<file path="src/rtl/regfile_dbg_port.sv">
// rtl/regfile_dbg_port.sv - debug read/write/dump initiator for the RV32I register file (optional DBG_TIMEOUT_EN)
module regfile_dbg_port #(
    parameter int HALT_TIMEOUT = 255
) (
    input  logic        clk,
    input  logic        rst,
    input  logic        cmd_valid,
    output logic        cmd_ready,
    input  logic        cmd_write,
    input  logic        cmd_dump,
    input  logic [4:0]  cmd_addr,
    input  logic [31:0] cmd_wdata,
    output logic        rsp_valid,
    input  logic        rsp_ready,
    output logic [31:0] rsp_data,
    output logic [4:0]  rsp_addr,
    output logic        rsp_last,
    output logic        rsp_err,
    output logic        halt_req,
    input  logic        halt_ack,
    output logic [4:0]  rf_addr,
    input  logic [31:0] rf_rdata,
    output logic        rf_we,
    output logic [31:0] rf_wdata
);

    typedef enum logic [2:0] {
        S_IDLE,
        S_HALT_WAIT,
        S_ACCESS,
        S_RSP,
        S_RELEASE
    } state_t;

    state_t      state, state_nxt;
    logic        lat_write;
    logic        lat_dump;
    logic [4:0]  addr_q;
    logic [31:0] wdata_q;
    logic [31:0] rdata_q;
    logic        timeout_hit;
    logic        err_flag;
    logic        dump_more;

`ifdef DBG_TIMEOUT_EN
    localparam int TW = ($clog2(HALT_TIMEOUT + 1) > 8) ? $clog2(HALT_TIMEOUT + 1) : 8;

    logic [TW-1:0] wait_cnt;
    logic          err_q;

    assign timeout_hit = (state == S_HALT_WAIT) && !halt_ack
                         && (wait_cnt == TW'(HALT_TIMEOUT - 1));
    assign err_flag    = err_q;

    always_ff @(posedge clk) begin
        if (rst) begin
            wait_cnt <= '0;
            err_q    <= 1'b0;
        end else if (state == S_IDLE && cmd_valid) begin
            wait_cnt <= '0;
            err_q    <= 1'b0;
        end else if (state == S_HALT_WAIT) begin
            wait_cnt <= wait_cnt + 1'b1;
            if (timeout_hit)
                err_q <= 1'b1;
        end
    end
`else
    logic unused_halt_timeout;

    assign unused_halt_timeout = ^HALT_TIMEOUT;
    assign timeout_hit         = 1'b0;
    assign err_flag            = 1'b0;
`endif

    // a timed-out dump must not walk on to the next register
    assign dump_more = lat_dump && (addr_q != 5'd31) && !err_flag;

    always_ff @(posedge clk) begin
        if (rst)
            state <= S_IDLE;
        else
            state <= state_nxt;
    end

    always_comb begin
        state_nxt = state;
        case (state)
            S_IDLE:      if (cmd_valid) state_nxt = S_HALT_WAIT;
            S_HALT_WAIT: begin
                if (halt_ack)
                    state_nxt = S_ACCESS;
                else if (timeout_hit)
                    state_nxt = S_RSP;
            end
            S_ACCESS:    state_nxt = S_RSP;
            S_RSP:       if (rsp_ready) state_nxt = dump_more ? S_ACCESS : S_RELEASE;
            S_RELEASE:   if (!halt_ack) state_nxt = S_IDLE;
            default:     state_nxt = S_IDLE;
        endcase
    end

    always_ff @(posedge clk) begin
        if (rst) begin
            lat_write <= 1'b0;
            lat_dump  <= 1'b0;
            addr_q    <= '0;
            wdata_q   <= '0;
            rdata_q   <= '0;
        end else begin
            case (state)
                S_IDLE: begin
                    if (cmd_valid) begin
                        lat_dump  <= cmd_dump;
                        lat_write <= cmd_write && !cmd_dump;
                        addr_q    <= cmd_dump ? 5'd0 : cmd_addr;
                        wdata_q   <= cmd_wdata;
                    end
                end
                S_HALT_WAIT: if (timeout_hit) rdata_q <= '0;
                S_ACCESS:    rdata_q <= lat_write ? wdata_q : rf_rdata;
                S_RSP:       if (rsp_ready && dump_more) addr_q <= addr_q + 5'd1;
                default: ;
            endcase
        end
    end

    always_comb begin
        cmd_ready = (state == S_IDLE);
        halt_req  = (state == S_HALT_WAIT) || (state == S_ACCESS) || (state == S_RSP);
        rsp_valid = (state == S_RSP);
        rsp_data  = rsp_valid ? rdata_q : 32'd0;
        rsp_addr  = rsp_valid ? addr_q : 5'd0;
        rsp_last  = rsp_valid && (!lat_dump || addr_q == 5'd31 || err_flag);
        rsp_err   = rsp_valid && err_flag;
        rf_addr   = (state == S_ACCESS) ? addr_q : 5'd0;
        // x0 writes still echo data but never touch the regfile
        rf_we     = (state == S_ACCESS) && lat_write && (addr_q != 5'd0);
        rf_wdata  = (state == S_ACCESS) ? wdata_q : 32'd0;
    end

endmodule

</file>
<file path="config.mk">
export PLATFORM = sky130hd
export DESIGN_NAME = regfile_dbg_port
export DESIGN_NICKNAME = d
export VERILOG_FILES = /design/src/rtl/regfile_dbg_port.sv
export SDC_FILE = /design/constraint.sdc
export NUM_CORES = 1
export LEC_CHECK = 0
export BUFFER_PORTS_ARGS = -buffer_cell sky130_fd_sc_hd__buf_2
export CORE_AREA = 2 2 114 116
export DETAILED_ROUTE_END_ITERATION = 8
export DIE_AREA = 0 0 116 118
export PLACE_DENSITY = 0.59
export SLEW_MARGIN = 5
export SYNTH_ARGS = -nofsm -noshare
export SYNTH_HDL_FRONTEND = slang
export SYNTH_SLANG_ARGS = --single-unit
</file>
<file path="constraint.sdc">
create_clock -name clk -period 2.45 [get_ports clk]
set_clock_uncertainty 0.05 [all_clocks]
set_input_delay 0.245 -clock clk [delete_from_list [all_inputs] [get_ports clk]]
set_output_delay 0.245 -clock clk [all_outputs]
set_load 0.01 [all_outputs]
</file>
==> impl_metrics.json, run 1 <==
{
  "fp.coreArea_um2": 12410,
  "grt_setup_unrepaired": "false",
  "rows": 41,
  "cts_buffers": 9,
  "drt_pass1_iterations": 4,
  "syn_area_um2": 3690,
  "netlist_top_cells_count": "dfxtp_1, and2_1, nand2_1",
  "r2r_cells": 7,
  "ios": 156,
  "synth_ff_type": "dfxtp_1",
  "tns_ns": 0,
  "dp_cells": 739,
  "ant_nets": 0,
  "cts_sinks": 74,
  "grt_pass1_vias": 3224,
  "start_util": 0.2972,
  "drtIter0Drc": 124,
  "rr_endpoint": "addr_q[4]$_SDFFE_PP0P_",
  "n_antenna_cell": 0,
  "power_density_nw_per_um2": 704.5,
  "synth_fp_nets": 523,
  "rrSetupSlack_ns": 0.43,
  "pwr-share-clk": 0.466,
  "fin_nets": 657,
  "fillers": 1313,
  "antenna_found_initial": 1,
  "root_buffer": "clkbuf_16",
  "die_area_um2": 13690,
  "layout_min_cycle_time_ns": 2.296,
  "crit_path_start_kind": "flip-flop",
  "min_period_over_period": 0.9371,
  "ys_top_cells_by_area": "dfxtp_1, and2_1, mux2i_1",
  "p_sw_frac": 0.2429,
  "stdcell_count": 755,
  "pwr-share-comb": 0.136,
  "yosysWarningCount": 0,
  "multiInputGateArea_um2": 1992,
  "fin_util": 0.3981,
  "slew_headroom": 0.5568,
  "max-clock-path-buffers": 2,
  "clk_pin_slew_ns": 0.06,
  "yosys.area.top_type": "dfxtp_1",
  "cap_violations": 0,
  "drt_wl_total_mm": 10.15,
  "ff_latch_area_um2": 1483,
  "crit_type": "reg -> out",
  "portBuffers": 154,
  "p_sw_uw": 845.6,
  "power.internal_uw": 2636,
  "wl_per_cell_um": 13.45,
  "p_leak_uw": 0.002197,
  "synth_area_per_cell_um2": 8.310,
  "ctsHoldBuffers": 0,
  "fp.dieH_um": 118,
  "syn_inst": 444,
  "setup.worst_path.start": "state[1]$_SDFFE_PP0P_",
  "pwr-share-seq": 0.398,
  "grt_max_degree": 94,
  "min_path_type": "in -> reg",
  "drc": 0,
  "cp-end-kind": "output port",
  "post_cts_buffers": 0,
  "chipWidth_um": 116,
  "drive_above_1_share": 0.3173,
  "critPathMaxFanout": 93,
  "yosysTopAreaCellShare": 0.4015,
  "outcome": "complete, no violations",
  "pre_cts_ws_ns": 0.4518,
  "fmax_mhz": 435.6,
  "dp.final_hpwl_mm": 7.131,
  "area_growth_pct": 33.94,
  "cts_tree": "yes",
  "post_cts_resized": 0,
  "timing.rr.start": "addr_q[0]$_SDFFE_PP0P_",
  "h-tree-depth": 3,
  "tightest_slew_ns": 0.6649,
  "clock_latency_ns": 0.32,
  "grt_pass1_wl_mm": 16.03,
  "fin_ws_ns": 0.1541,
  "routed_via_density": 4.546,
  "synth_most_common_cell": "dfxtp_1",
  "track_usage": 0.1468,
  "overflow": 0,
  "arrival_ns": 2.00,
  "vias": 3432,
  "synth-seq-cells": 74,
  "gp_congestion": 0.8844,
  "final_max_slew_viol_count": 0,
  "hold_viol": 0,
  "cp.required_ns": 2.15,
  "crit_end": "rf_we",
  "synthArstFlopShare": 0,
  "synth-edff-count": 0,
  "irDropWorstVdd_mv": 0.3696,
  "ys_seq_area_frac": 0.4015,
  "setup_viol_count_final": 0,
  "synth.distinct_cells": 36
}
-- per-stage QoR --
stage          total power, µW  hold WS, ns  instance area [µm²]
2_1_floorplan             1729       0.3310                 3690
3_3_place_gp              1880       0.4024                 4574
3_5_place_dp              1893       0.4080                 4574
4_1_cts                   3538      0.09009                 4942
5_1_grt                   3651       0.1004                 4942
6_report                  3482       0.1026                 4942
-- per-layer routing --
metal	part of all wire	vias to the layer above	GRT usage
met5	0.0013	-	0
met1	0.47	1535	0.1926
met2	0.46	103	0.2321
met4	0.019	2	0.06101
li1	-	1778	-
met3	0.056	14	0.03090
-- area by class of cell --
type,instances,area share
multi-input combinational,329,0.4030
sequential,74,0.3000
timing repair buffer,161,0.1767
clock buffer,11,0.04911
tap,172,0.04354
clock inverter,5,0.02532
inverter,3,0.002278
-- worst min path at each step --
| stage | from | endpoint | depth (start not counted) |
|---|---|---|---|
| final | cmd_wdata[19] | wdata_q[19]$_SDFFE_PP0P_ | 3 |
| after global routing | cmd_wdata[11] | wdata_q[11]$_SDFFE_PP0P_ | 3 |
| after CTS | cmd_wdata[19] | wdata_q[19]$_SDFFE_PP0P_ | 3 |
| after detailed placement | wdata_q[26]$_SDFFE_PP0P_ | wdata_q[26]$_SDFFE_PP0P_ | 2 |
| after global placement | wdata_q[14]$_SDFFE_PP0P_ | wdata_q[14]$_SDFFE_PP0P_ | 2 |
| after floorplan | cmd_dump | lat_dump$_SDFFE_PP0P_ | 2 |
-- power by group through the flow --
stage                     clock network [µW]  logic [µW]  registers [µW]
after CTS                               1670         482            1390
final                                   1620         475            1390
after detailed placement                   0         480            1410
after floorplan                            0         359            1370
after global placement                     0         473            1410
after global routing                    1720         535            1400
-- registers in the layout, indices dropped and copies added (netlist names) --
register and count:
addr_q 5, lat_dump 1, lat_write 1, rdata_q 32, state 3, wdata_q 32
-- worst max-delay path, stage by stage (launching register included) --
cell	delay [ns]
dfxtp_1	0.60
nor3b_4	0.32
buf_12	0.30
and3_1	0.22
buf_2	0.13
-- cell usage in the layout (no fill, tap or decap), types with 2 or more instances in the layout --
| cell type | count |
|---|---|
| mux2i_1 | 33 |
| ha_1 | 3 |
| nor3b_1 | 4 |
| buf_12 | 4 |
| a21oi_1 | 37 |
| bufinv_16 | 4 |
| nor3_1 | 3 |
| nand2_1 | 68 |
| nor2_1 | 43 |
| o21ai_0 | 2 |
| a211oi_1 | 35 |
| nand3_1 | 2 |
| nand3b_1 | 3 |
| inv_1 | 3 |
| and3_1 | 2 |
| nand4_1 | 2 |
| and2_1 | 72 |
| buf_2 | 154 |
| nor2b_1 | 3 |
| clkbuf_16 | 9 |
| buf_4 | 3 |
| dfxtp_1 | 73 |
| a31oi_1 | 3 |
-- cell families after synthesis --
group,count (synthesis),synth area share
AOI/OAI and AO/OA,83,0.1434
adders and majority gates,3,0.01017
buffers and inverters,41,0.06036
DFF,74,0.4015
muxes,33,0.08952
other,1,0.001016
and+or+nand+nor,209,0.2940
Note: power is estimated with default switching activity, not from simulation.
==> run 2: changes to the inputs <==
- CTS_CLUSTER_SIZE: not set -> 30
- PLACE_DENSITY: 0.59 -> not set
==> run 2 against run 1 <==
Critical path depth increased by 1. Cell area decreased by 1.7%. Final cell count unchanged. Worst setup slack improved by 0.11 ns. Flip-flop and latch count unchanged. Worst hold slack improved by 0.0020 ns. Clock-buffer cell count increased by 1. Combinational power increased by 0.8%. First-iteration DRC count decreased by 7.3%. Utilization decreased by 0.69 points. Sequential power about the same. Wire length increased by 1.5%.
==> impl_metrics.json, run 2 (synthesis results as in run 1) <==
{
  "outcome": "complete, no violations",
  "cap_violations": 0,
  "fin_area_um2": 4857,
  "grt_pass1_vias": 3179,
  "crit_type": "reg -> out",
  "cts_tree": "yes",
  "min_period_over_period": 0.8934,
  "fin_nets": 657,
  "grt_max_degree": 55,
  "chipWidth_um": 116,
  "gp_congestion": 0.8759,
  "ctsHoldBuffers": 0,
  "layout_min_cycle_time_ns": 2.189,
  "vias": 3444,
  "clock_latency_ns": 0.32,
  "grt_util_met2": 0.2288,
  "final_common_cell": "buf_2",
  "dp.final_hpwl_mm": 7.059,
  "wl_per_cell_um": 13.64,
  "crit_path_start_kind": "flip-flop",
  "drtIter0Drc": 115,
  "p_leak_uw": 0.002156,
  "max-clock-path-buffers": 2,
  "drt_wl_total_mm": 10.30,
  "dp_cells": 739,
  "ant_nets": 0,
  "irDropWorstVdd_mv": 0.2369,
  "slew_headroom": 0.4656,
  "fmax_mhz": 456.9,
  "rows": 41,
  "placed_area_um2": 4574,
  "final_max_slew_viol_count": 0,
  "mostFrequentLayoutCells": "buf_2, dfxtp_1, and2_1",
  "overflow": 0,
  "min_path_type": "in -> reg",
  "portBuffers": 154,
  "arrival_ns": 1.89,
  "clk_pin_slew_ns": 0.06,
  "routed_via_density": 4.562,
  "r2r_cells": 7,
  "tns_ns": 0,
  "start_util": 0.2972,
  "top_usage_layer": "met2",
  "post_cts_buffers": 0,
  "fp.coreArea_um2": 12410,
  "tightest_slew_ns": 0.8017,
  "drc": 0,
  "h-tree-depth": 3,
  "setup_viol_count_final": 0,
  "cts_sinks": 74,
  "die_area_um2": 13690,
  "critPathMaxFanout": 29,
  "hold_viol": 0,
  "fp.dieH_um": 118,
  "cp.required_ns": 2.15,
  "root_buffer": "clkbuf_16",
  "hold_depth": 3,
  "post_cts_resized": 0,
  "largest_registers": "rdata_q: 32 flops, wdata_q: 32 flops, addr_q: 5 flops",
  "stdcell_count": 755,
  "track_usage": 0.1469,
  "cts_buffers": 9,
  "fin_util": 0.3913,
  "ios": 156,
  "grt_util_met1": 0.1949,
  "drt_pass1_iterations": 4,
  "cp-end-kind": "output port",
  "drive_above_1_share": 0.3173,
  "holdWs_ns": 0.1046,
  "area_growth_pct": 31.64,
  "antenna_found_initial": 1,
  "grt_setup_unrepaired": "false",
  "met3_usage": 0.03399,
  "power_density_nw_per_um2": 638.6,
  "grt_pass1_wl_mm": 16.01,
  "n_antenna_cell": 0
}
run 2: changes by cell type in the layout (fill, tap and decap cells not counted), sizes merged:
cell / delta
bufinv: -4
clkinv: +2
clkbuf: +1
clkinvlp: +1
run 2: power breakdown:
part           internal, µW  switching [µW]
combinational           208             271
clock                   739             497
sequential             1310            81.1
total                  2250             849
run 2: area by class of cell:
class	count	area [µm²]
timing repair buffer	161	873.3
fill	1289	7557
multi-input combinational	329	1992
clock inverter	4	26.28
sequential	74	1483
clock buffer	12	256.5
tap	172	215.2
inverter	3	11.26
run 2: routing by layer:
metal  share of wire  wire length [µm]  vias up
met5          0.0011                11        -
met4           0.017               177        2
met3           0.065               666       15
met2            0.45              4654      112
met1            0.46              4789     1543
li1                -                 -     1772
run 2: path summary, 6_finish.rpt:
kind / startpoint / end / slack (ns)
worst max-delay path: state[0]$_SDFFE_PP0P_ / rsp_data[9] / 0.26
worst min-delay path: cmd_wdata[22] / wdata_q[22]$_SDFFE_PP0P_ / 0.10
worst max register to register: addr_q[0]$_SDFFE_PP0P_ / addr_q[4]$_SDFFE_PP0P_ / 0.46
worst min register to register: wdata_q[8]$_SDFFE_PP0P_ / wdata_q[8]$_SDFFE_PP0P_ / 0.41
run 2: stage by stage:
stage          power, µW  setup slack (ns)
2_1_floorplan       1729            0.7150
3_3_place_gp        1885            0.6053
3_5_place_dp        1898            0.4908
4_1_cts             3155            0.2212
5_1_grt             3275            0.1087
6_report            3102            0.2611
run 2: worst max-delay path, stage by stage, from the launching register on:
cell and delay (ns):
dfxtp_1 0.64, nand3b_4 0.21, inv_1 0.12, buf_4 0.29
and2_1 0.18, buf_2 0.13
